[src/rtl/uart_bps_gen_if.sv]
// UART bit-timing bundle between the control FSMs (master) and the bit-timing generator (slave).
// Carries the run request and baud select in one direction and the timing strobes and bit index in the other.
interface uart_bps_gen_if #(
  parameter int unsigned FRAME_BITS = 10
);
  localparam int unsigned IDX_W = (FRAME_BITS > 1) ? $clog2(FRAME_BITS) : 1;

  logic             Count_Sig;
  logic [1:0]       Baud_Sel;
  logic             Busy;
  logic             BPS_CLK;
  logic             Bit_End;
  logic [IDX_W-1:0] Bit_Idx;
  logic             Frame_Done;
  logic             Sample_Tick;

  modport master (
    output Count_Sig,
    output Baud_Sel,
    input  Busy,
    input  BPS_CLK,
    input  Bit_End,
    input  Bit_Idx,
    input  Frame_Done,
    input  Sample_Tick
  );

  modport slave (
    input  Count_Sig,
    input  Baud_Sel,
    output Busy,
    output BPS_CLK,
    output Bit_End,
    output Bit_Idx,
    output Frame_Done,
    output Sample_Tick
  );
endinterface

[src/rtl/uart_bps_gen.sv]
// UART bit timer: four runtime baud rates, mid-bit/bit-end/frame-done strobes decoded from registers (0-cycle decode).
// No backpressure; Count_Sig low aborts the frame on the next edge. Oversample tick enabled by UART_BPS_OVERSAMPLE_EN.
module uart_bps_gen #(
  parameter int unsigned CLK_FREQ   = 50_000_000,
  parameter int unsigned BAUD0      = 9600,
  parameter int unsigned BAUD1      = 19200,
  parameter int unsigned BAUD2      = 57600,
  parameter int unsigned BAUD3      = 115200,
  parameter int unsigned FRAME_BITS = 10,
  parameter int unsigned CNT_W      = 13,
  parameter int unsigned OVERSAMPLE = 16
) (
  input  logic           CLK,
  input  logic           RSTn,
  uart_bps_gen_if.slave  bus
);

  localparam int unsigned IDX_W = (FRAME_BITS > 1) ? $clog2(FRAME_BITS) : 1;

  function automatic int unsigned raw_div(input int unsigned baud);
    int unsigned d;
    d = CLK_FREQ / baud;
    if (d < 2) d = 2;
    return d;
  endfunction

  localparam int unsigned RD0 = raw_div(BAUD0);
  localparam int unsigned RD1 = raw_div(BAUD1);
  localparam int unsigned RD2 = raw_div(BAUD2);
  localparam int unsigned RD3 = raw_div(BAUD3);
  localparam int unsigned RD_MAX01 = (RD0 > RD1) ? RD0 : RD1;
  localparam int unsigned RD_MAX23 = (RD2 > RD3) ? RD2 : RD3;
  localparam int unsigned RD_MAX   = (RD_MAX01 > RD_MAX23) ? RD_MAX01 : RD_MAX23;

  localparam logic [CNT_W-1:0] D0 = CNT_W'(RD0);
  localparam logic [CNT_W-1:0] D1 = CNT_W'(RD1);
  localparam logic [CNT_W-1:0] D2 = CNT_W'(RD2);
  localparam logic [CNT_W-1:0] D3 = CNT_W'(RD3);
  localparam logic [CNT_W-1:0] H0 = CNT_W'(RD0 / 2);
  localparam logic [CNT_W-1:0] H1 = CNT_W'(RD1 / 2);
  localparam logic [CNT_W-1:0] H2 = CNT_W'(RD2 / 2);
  localparam logic [CNT_W-1:0] H3 = CNT_W'(RD3 / 2);

  localparam logic [IDX_W-1:0] LAST_IDX = IDX_W'(FRAME_BITS - 1);

  // A counter too narrow for the slowest divisor would silently wrap and corrupt every bit.
  if (OVERSAMPLE < 1 || RD_MAX > (32'd1 << CNT_W)) begin : g_cfg_err
    $error("uart_bps_gen: CNT_W too narrow for the largest divisor, or OVERSAMPLE < 1");
  end

  typedef enum logic {
    IDLE = 1'b0,
    RUN  = 1'b1
  } state_t;

  state_t           state_q, state_d;
  logic [CNT_W-1:0] cnt_q, cnt_d;
  logic [CNT_W-1:0] div_q, div_d;
  logic [CNT_W-1:0] half_q, half_d;
  logic [IDX_W-1:0] bit_idx_q, bit_idx_d;
  logic [CNT_W-1:0] sel_div, sel_half;
  logic             busy;
  logic             bit_end;
  logic             last_bit;

  always_comb begin
    sel_div  = D0;
    sel_half = H0;
    case (bus.Baud_Sel)
      2'd1: begin
        sel_div  = D1;
        sel_half = H1;
      end
      2'd2: begin
        sel_div  = D2;
        sel_half = H2;
      end
      2'd3: begin
        sel_div  = D3;
        sel_half = H3;
      end
      default: begin
        sel_div  = D0;
        sel_half = H0;
      end
    endcase
  end

  assign busy     = (state_q == RUN);
  assign bit_end  = busy && (cnt_q == div_q - 1'b1);
  assign last_bit = (bit_idx_q == LAST_IDX);

  always_ff @(posedge CLK or negedge RSTn) begin
    if (!RSTn) begin
      state_q   <= IDLE;
      cnt_q     <= '0;
      div_q     <= D0;
      half_q    <= H0;
      bit_idx_q <= '0;
    end else begin
      state_q   <= state_d;
      cnt_q     <= cnt_d;
      div_q     <= div_d;
      half_q    <= half_d;
      bit_idx_q <= bit_idx_d;
    end
  end

  always_comb begin
    state_d   = state_q;
    cnt_d     = cnt_q;
    div_d     = div_q;
    half_d    = half_q;
    bit_idx_d = bit_idx_q;
    case (state_q)
      IDLE: begin
        if (bus.Count_Sig) begin
          state_d   = RUN;
          div_d     = sel_div;
          half_d    = sel_half;
          cnt_d     = '0;
          bit_idx_d = '0;
        end
      end
      RUN: begin
        // Abort has priority over a coincident bit end: the partial frame is discarded.
        if (!bus.Count_Sig) begin
          state_d   = IDLE;
          cnt_d     = '0;
          bit_idx_d = '0;
        end else if (bit_end) begin
          cnt_d     = '0;
          bit_idx_d = last_bit ? '0 : bit_idx_q + 1'b1;
        end else begin
          cnt_d = cnt_q + 1'b1;
        end
      end
      default: begin
        state_d   = IDLE;
        cnt_d     = '0;
        bit_idx_d = '0;
      end
    endcase
  end

  assign bus.Busy       = busy;
  assign bus.BPS_CLK    = busy && (cnt_q == half_q);
  assign bus.Bit_End    = bit_end;
  assign bus.Bit_Idx    = bit_idx_q;
  assign bus.Frame_Done = bit_end && last_bit;

`ifdef UART_BPS_OVERSAMPLE_EN
  function automatic logic [CNT_W-1:0] sub_of(input int unsigned d);
    int unsigned s;
    s = d / OVERSAMPLE;
    if (s < 1) s = 1;
    return CNT_W'(s);
  endfunction

  localparam logic [CNT_W-1:0] S0 = sub_of(RD0);
  localparam logic [CNT_W-1:0] S1 = sub_of(RD1);
  localparam logic [CNT_W-1:0] S2 = sub_of(RD2);
  localparam logic [CNT_W-1:0] S3 = sub_of(RD3);

  logic [CNT_W-1:0] sub_div_q, sub_div_d;
  logic [CNT_W-1:0] sub_cnt_q, sub_cnt_d;
  logic [CNT_W-1:0] sel_sub;
  logic             sub_wrap;

  always_comb begin
    case (bus.Baud_Sel)
      2'd1:    sel_sub = S1;
      2'd2:    sel_sub = S2;
      2'd3:    sel_sub = S3;
      default: sel_sub = S0;
    endcase
  end

  assign sub_wrap = (sub_cnt_q == sub_div_q - 1'b1);

  always_ff @(posedge CLK or negedge RSTn) begin
    if (!RSTn) begin
      sub_div_q <= S0;
      sub_cnt_q <= '0;
    end else begin
      sub_div_q <= sub_div_d;
      sub_cnt_q <= sub_cnt_d;
    end
  end

  // Restarting on every bit end keeps the tick grid aligned to the bit even when S does not divide D.
  always_comb begin
    sub_div_d = sub_div_q;
    sub_cnt_d = sub_cnt_q;
    if (state_q == IDLE) begin
      sub_cnt_d = '0;
      if (bus.Count_Sig) sub_div_d = sel_sub;
    end else if (!bus.Count_Sig || bit_end || sub_wrap) begin
      sub_cnt_d = '0;
    end else begin
      sub_cnt_d = sub_cnt_q + 1'b1;
    end
  end

  assign bus.Sample_Tick = busy && sub_wrap;
`else
  assign bus.Sample_Tick = 1'b0;
`endif

endmodule

[src/flat_wrapper.sv]
// flat-port wrapper written by rule: the top's interface ports become plain ports
module uart_bps_gen_flat 
#(
  parameter int unsigned CLK_FREQ   = 50_000_000,
  parameter int unsigned BAUD0      = 9600,
  parameter int unsigned BAUD1      = 19200,
  parameter int unsigned BAUD2      = 57600,
  parameter int unsigned BAUD3      = 115200,
  parameter int unsigned FRAME_BITS = 10,
  parameter int unsigned CNT_W      = 13,
  parameter int unsigned OVERSAMPLE = 16
)
  (CLK, RSTn, bus_Count_Sig, bus_Baud_Sel, bus_Busy, bus_BPS_CLK, bus_Bit_End, bus_Bit_Idx, bus_Frame_Done, bus_Sample_Tick);
  uart_bps_gen_if #(.FRAME_BITS(FRAME_BITS)) bus_i ();
  input  logic CLK;
  input  logic RSTn;
  input wire logic [$bits(bus_i.Count_Sig)-1:0] bus_Count_Sig;
  input wire logic [$bits(bus_i.Baud_Sel)-1:0] bus_Baud_Sel;
  output wire logic [$bits(bus_i.Busy)-1:0] bus_Busy;
  output wire logic [$bits(bus_i.BPS_CLK)-1:0] bus_BPS_CLK;
  output wire logic [$bits(bus_i.Bit_End)-1:0] bus_Bit_End;
  output wire logic [$bits(bus_i.Bit_Idx)-1:0] bus_Bit_Idx;
  output wire logic [$bits(bus_i.Frame_Done)-1:0] bus_Frame_Done;
  output wire logic [$bits(bus_i.Sample_Tick)-1:0] bus_Sample_Tick;
  assign bus_i.Count_Sig = bus_Count_Sig;
  assign bus_i.Baud_Sel = bus_Baud_Sel;
  assign bus_Busy = bus_i.Busy;
  assign bus_BPS_CLK = bus_i.BPS_CLK;
  assign bus_Bit_End = bus_i.Bit_End;
  assign bus_Bit_Idx = bus_i.Bit_Idx;
  assign bus_Frame_Done = bus_i.Frame_Done;
  assign bus_Sample_Tick = bus_i.Sample_Tick;
  uart_bps_gen #(.CLK_FREQ(CLK_FREQ), .BAUD0(BAUD0), .BAUD1(BAUD1), .BAUD2(BAUD2), .BAUD3(BAUD3), .FRAME_BITS(FRAME_BITS), .CNT_W(CNT_W), .OVERSAMPLE(OVERSAMPLE)) u_core (.CLK(CLK), .RSTn(RSTn), .bus(bus_i));
endmodule
[config.mk]
export PLATFORM = sky130hd
export DESIGN_NAME = uart_bps_gen_flat
export DESIGN_NICKNAME = d
export VERILOG_FILES = /design/src/rtl/uart_bps_gen_if.sv /design/src/rtl/uart_bps_gen.sv /design/src/flat_wrapper.sv
export SDC_FILE = /design/constraint.sdc
export NUM_CORES = 1
export LEC_CHECK = 0
export BUFFER_PORTS_ARGS = -buffer_cell sky130_fd_sc_hd__buf_2
export CAP_MARGIN = 20
export CORE_MARGIN = 3
export CORE_UTILIZATION = 37
export CTS_BUF_LIST = sky130_fd_sc_hd__clkbuf_8
export DETAILED_ROUTE_END_ITERATION = 12
export PLACE_DENSITY = 0.65
export SYNTH_ARGS = -nofsm -noshare
export SYNTH_HDL_FRONTEND = slang
export SYNTH_SLANG_ARGS = --single-unit
[constraint.sdc]
create_clock -name CLK -period 3.2 [get_ports CLK]
set_input_delay 0.32 -clock CLK [delete_from_list [all_inputs] [get_ports CLK]]
set_output_delay 0.32 -clock CLK [all_outputs]
set_load 0.01 [all_outputs]
==> impl_metrics.toml <==
[synthesis]
area_share_of_the_leading_cell_type_in_the_synthesized_netlist_pct = 27.7
synth.yosys.seq_area_share_pct = 32.8
synth.cell_area_um2 = 2080
yosys_warnings = 0
netlist_top_cells_area = "dfrtp_1, xnor2_1, dfstp_2"
ys_async_sr_fraction_pct = 100
netlist_instances = 238
synth-seq-cells = 27
avgSynthCellArea_um2 = 8.73
synth-edff-count = 0
postSynthNetCount = 251
number_of_unique_standard_cell_types_used_by_synthesis = 63
synth_top_flop_cell = "dfrtp_1"
synthDominantAreaCellType = "dfrtp_1"

[detailed_routing]
detailedRoute.firstIterationViolations = 123
post_drt_wl_per_cell_um = 15.0
vias = 1678
ant_nets = 0
drt_first_pass_iters = 4
drc_errors_left = 0
routed_wl_um = 4610
detail_route.vias_per_cell = 5.45

[final_layout]
antenna_cells_inserted = 0
layout.core_utilization_pct = 41.8
syn2layout_area_growth_pct = 5.96
fillerInstances = 550
drive_gt1_share_pct = 18.5
finish.instance_area_um2 = 2200
layout.nets = 252
stdcell_count = 308

[clock_tree]
clock-root-buffer = "clkbuf_8"
cts_buffers = 3
clkSinkCount = 27
deepest_clock_path_buffer_count = 2
cts_max_level = 1
clk-insertion-delay-late_ns = 0.27
clk_pin_slew_ns = 0.10
cts_tree = "done"
cts.hold.buffers_added = 0

[critical_path]
regToRegStartpoint = "u_core.div_q[9]"
r2r_slack_ns = 0.46
timing.critical_path.slowest_stage_cell = "dfrtp_1"
critical_path_peak_fanout = 6
timing.setup.critical_path_class = "flop to primary output"
r2r_end = "u_core.cnt_q[10]"
ff2ff_path_depth = 10
worst_path_largest_cell_delay_ns = 0.45
cp-end-kind = "primary output"
startpoint_class = "flop"
cp_cell_instances = "inv_1 -> ha_1 -> or3_1 -> a311oi_1 -> nand4b_1 -> nor3_4 -> inv_2 -> nor2_1 -> buf_2"
crit_arrival_ns = 2.67
worst_ep_required_time_ns = 2.88

[global_routing]
grt.overflow.total = 0
globalRouteTotalUtil_pct = 15.0
first_pass_grt_wire_length_um = 7900
pin_count_of_the_biggest_net_entering_global_routing = 28
initial_antenna_violation_count = 0
first_global_vias = 1604

[die]
chipHeight_um = 80.9
fp.dieW_um = 80.9
die_area_um2 = 6550
core_area_um2 = 5270
initial_core_util_pct = 39.4
num_rows = 26
ios = 14

[placed_design]
globalplace.congestion = 0.872
numPlacedInstances = 303
hpwl_um = 3430
buffers_on_ports = 12
place_area_um2 = 2130

[sta]
timing.final.setup_violations = 0
maxClockFrequency_mhz = 334
worst_pin_slew_ns = 0.683
totalNegativeSetupSlack_ns = 0
fin_crit_sh_pct = 93.6
grt_setup_unrepaired = "false"
timing.clock.skew_ns = 0.00520
slew_violations = 0
hold_slack_ns = 0.0354
worst_slew_margin_rel_pct = 54.3
hold_violations = 0
finalWorstPathRequiredPeriod_ns = 2.99

[pwr]
p_sw_share_pct = 32.0
power_density_relative_to_cell_area_nw_per_um2 = 347
power.leakage_nw = 0.960
share_clk_of_total_power_pct = 25.8
intPower_mw = 0.521
p_seq_share_pct = 53.3
power_frac_comb_pct = 20.8
total_switching_power_mw = 0.244
vdd_ir_drop_max_mv = 0.200

[hold_path]
hold_class = "input port to async pin"

[outcome]
outcome = "finished clean"

[flow_run]
drv.max_cap_violation_count = 0
## metal layers
layer | GRT usage, % | vias to the layer above | share of wire (%)
met5 | 0 | - | 0
met4 | 3.21 | 0 | 0.69
met3 | 1.55 | 4 | 2.5
met2 | 24.6 | 23 | 48
met1 | 21.2 | 816 | 49
li1 | - | 835 | -
## cells in the mapped netlist, types with 2 or more instances
| cell type | n |
|---|---|
| nor3_2 | 2 |
| buf_6 | 3 |
| a22o_2 | 2 |
| nand2_1 | 20 |
| nand3_1 | 11 |
| a21oi_1 | 9 |
| nor3_1 | 9 |
| dfrtp_1 | 23 |
| xnor2_1 | 14 |
| buf_4 | 2 |
| a31oi_1 | 2 |
| dfstp_2 | 4 |
| a21o_1 | 6 |
| clkbuf_1 | 12 |
| buf_2 | 2 |
| xor2_1 | 9 |
| o2bb2ai_1 | 2 |
| inv_1 | 10 |
| or2_2 | 2 |
| o21ai_0 | 10 |
| nor2b_1 | 6 |
| nor4_1 | 3 |
| a221o_1 | 2 |
| nor2_1 | 19 |
| o21ai_1 | 4 |
| nand4b_1 | 2 |
| and3_1 | 4 |
| ha_1 | 8 |
| or3_1 | 2 |
## cell type report
| cell class | count | area (µm²) | area share (%) |
|---|---|---|---|
| Clock inverter | 1 | 5.00 | 0.227 |
| Inverter | 11 | 41.3 | 1.88 |
| Tap cell | 70 | 87.6 | 3.98 |
| Multi-Input combinational cell | 180 | 1260 | 57.0 |
| Clock buffer | 3 | 41.3 | 1.88 |
| Sequential cell | 27 | 681 | 30.9 |
| Timing Repair Buffer | 16 | 90.1 | 4.09 |
## what timing repair did
action,4_1_cts,5_1_grt
pin swaps,0,1
setup buffers,0,1
gates resized for setup,1,2
cloned,0,0
endpoints found under the setup margin,1,1
## critical path: cells and delay by family, from the launching register on
kind                     cells  cell delay, ns
AND/OR/NAND/NOR              4            1.08
flip-flops                   1            0.45
adder cells (fa/ha/maj)      1            0.26
buffers and inverters        3            0.34
AO/OA/AOI/OAI                1            0.27
## placed cells by master, fill, tap and decap left out, types with 2 or more instances in the layout
master	count
nand4b_1	2
or2_2	2
nor4_1	2
o21ai_0	10
nor3_2	2
nand2_1	20
dfstp_2	4
nor2b_1	6
inv_1	10
or3_1	2
ha_1	8
nand3_1	11
and3_1	4
a22o_2	2
nor2_1	19
dfrtp_1	23
xor2_1	9
a21o_1	6
a31oi_1	2
clkbuf_8	3
a221o_1	2
o21ai_1	4
a21oi_1	9
buf_4	4
o2bb2ai_1	2
nor3_1	8
xnor2_1	14
buf_2	12
## kinds of logic (layout without fill, tap and decap cells)
logic type / after synthesis / count (layout) / share of synthesized area (%)
adders and majority gates: 8 / 8 / 4.82
DFF: 27 / 27 / 32.8
AOI/OAI and AO/OA: 54 / 54 / 19.4
muxes: 2 / 2 / 1.02
other: 1 / 1 / 0.180
buffers and inverters: 31 / 31 / 7.65
and+or+nand+nor: 92 / 92 / 24.5
xor gates and xnor gates: 23 / 23 / 9.69
## registers in the layout, indices dropped and copies added, names as in the netlist
signal and cells:
u_core.div_q 9, u_core.cnt_q 13, u_core.bus.Busy 1, u_core.bus.Bit_Idx 4
## metrics by stage
| stage | worst slack (ns) | power (mW) |
|---|---|---|
| after floorplan | 0.595 | 0.531 |
| after global placement | 0.401 | 0.566 |
| after detailed placement | 0.271 | 0.569 |
| after CTS | 0.0565 | 0.770 |
| after global routing | 0.0322 | 0.811 |
| final | 0.206 | 0.765 |
## worst max-delay path by stage
stage,slack [ns],from,end
global placement,0.40,u_core.div_q[9],bus_Frame_Done
floorplan,0.60,u_core.div_q[7],bus_Frame_Done
global route,0.03,u_core.div_q[9],bus_Frame_Done
detailed placement,0.27,u_core.div_q[9],bus_Frame_Done
finish,0.21,u_core.div_q[9],bus_Frame_Done
CTS,0.06,u_core.div_q[5],bus_Frame_Done
## power groups by stage
stage                     clock network (mW)  registers [mW]  logic (mW)
after floorplan                            0           0.385       0.147
after global placement                     0           0.410       0.155
after detailed placement                   0           0.412       0.157
after CTS                              0.206           0.406       0.158
after global routing                   0.219           0.412       0.180
final                                  0.198           0.408       0.159
Note: power is estimated with default switching activity, not from simulation.
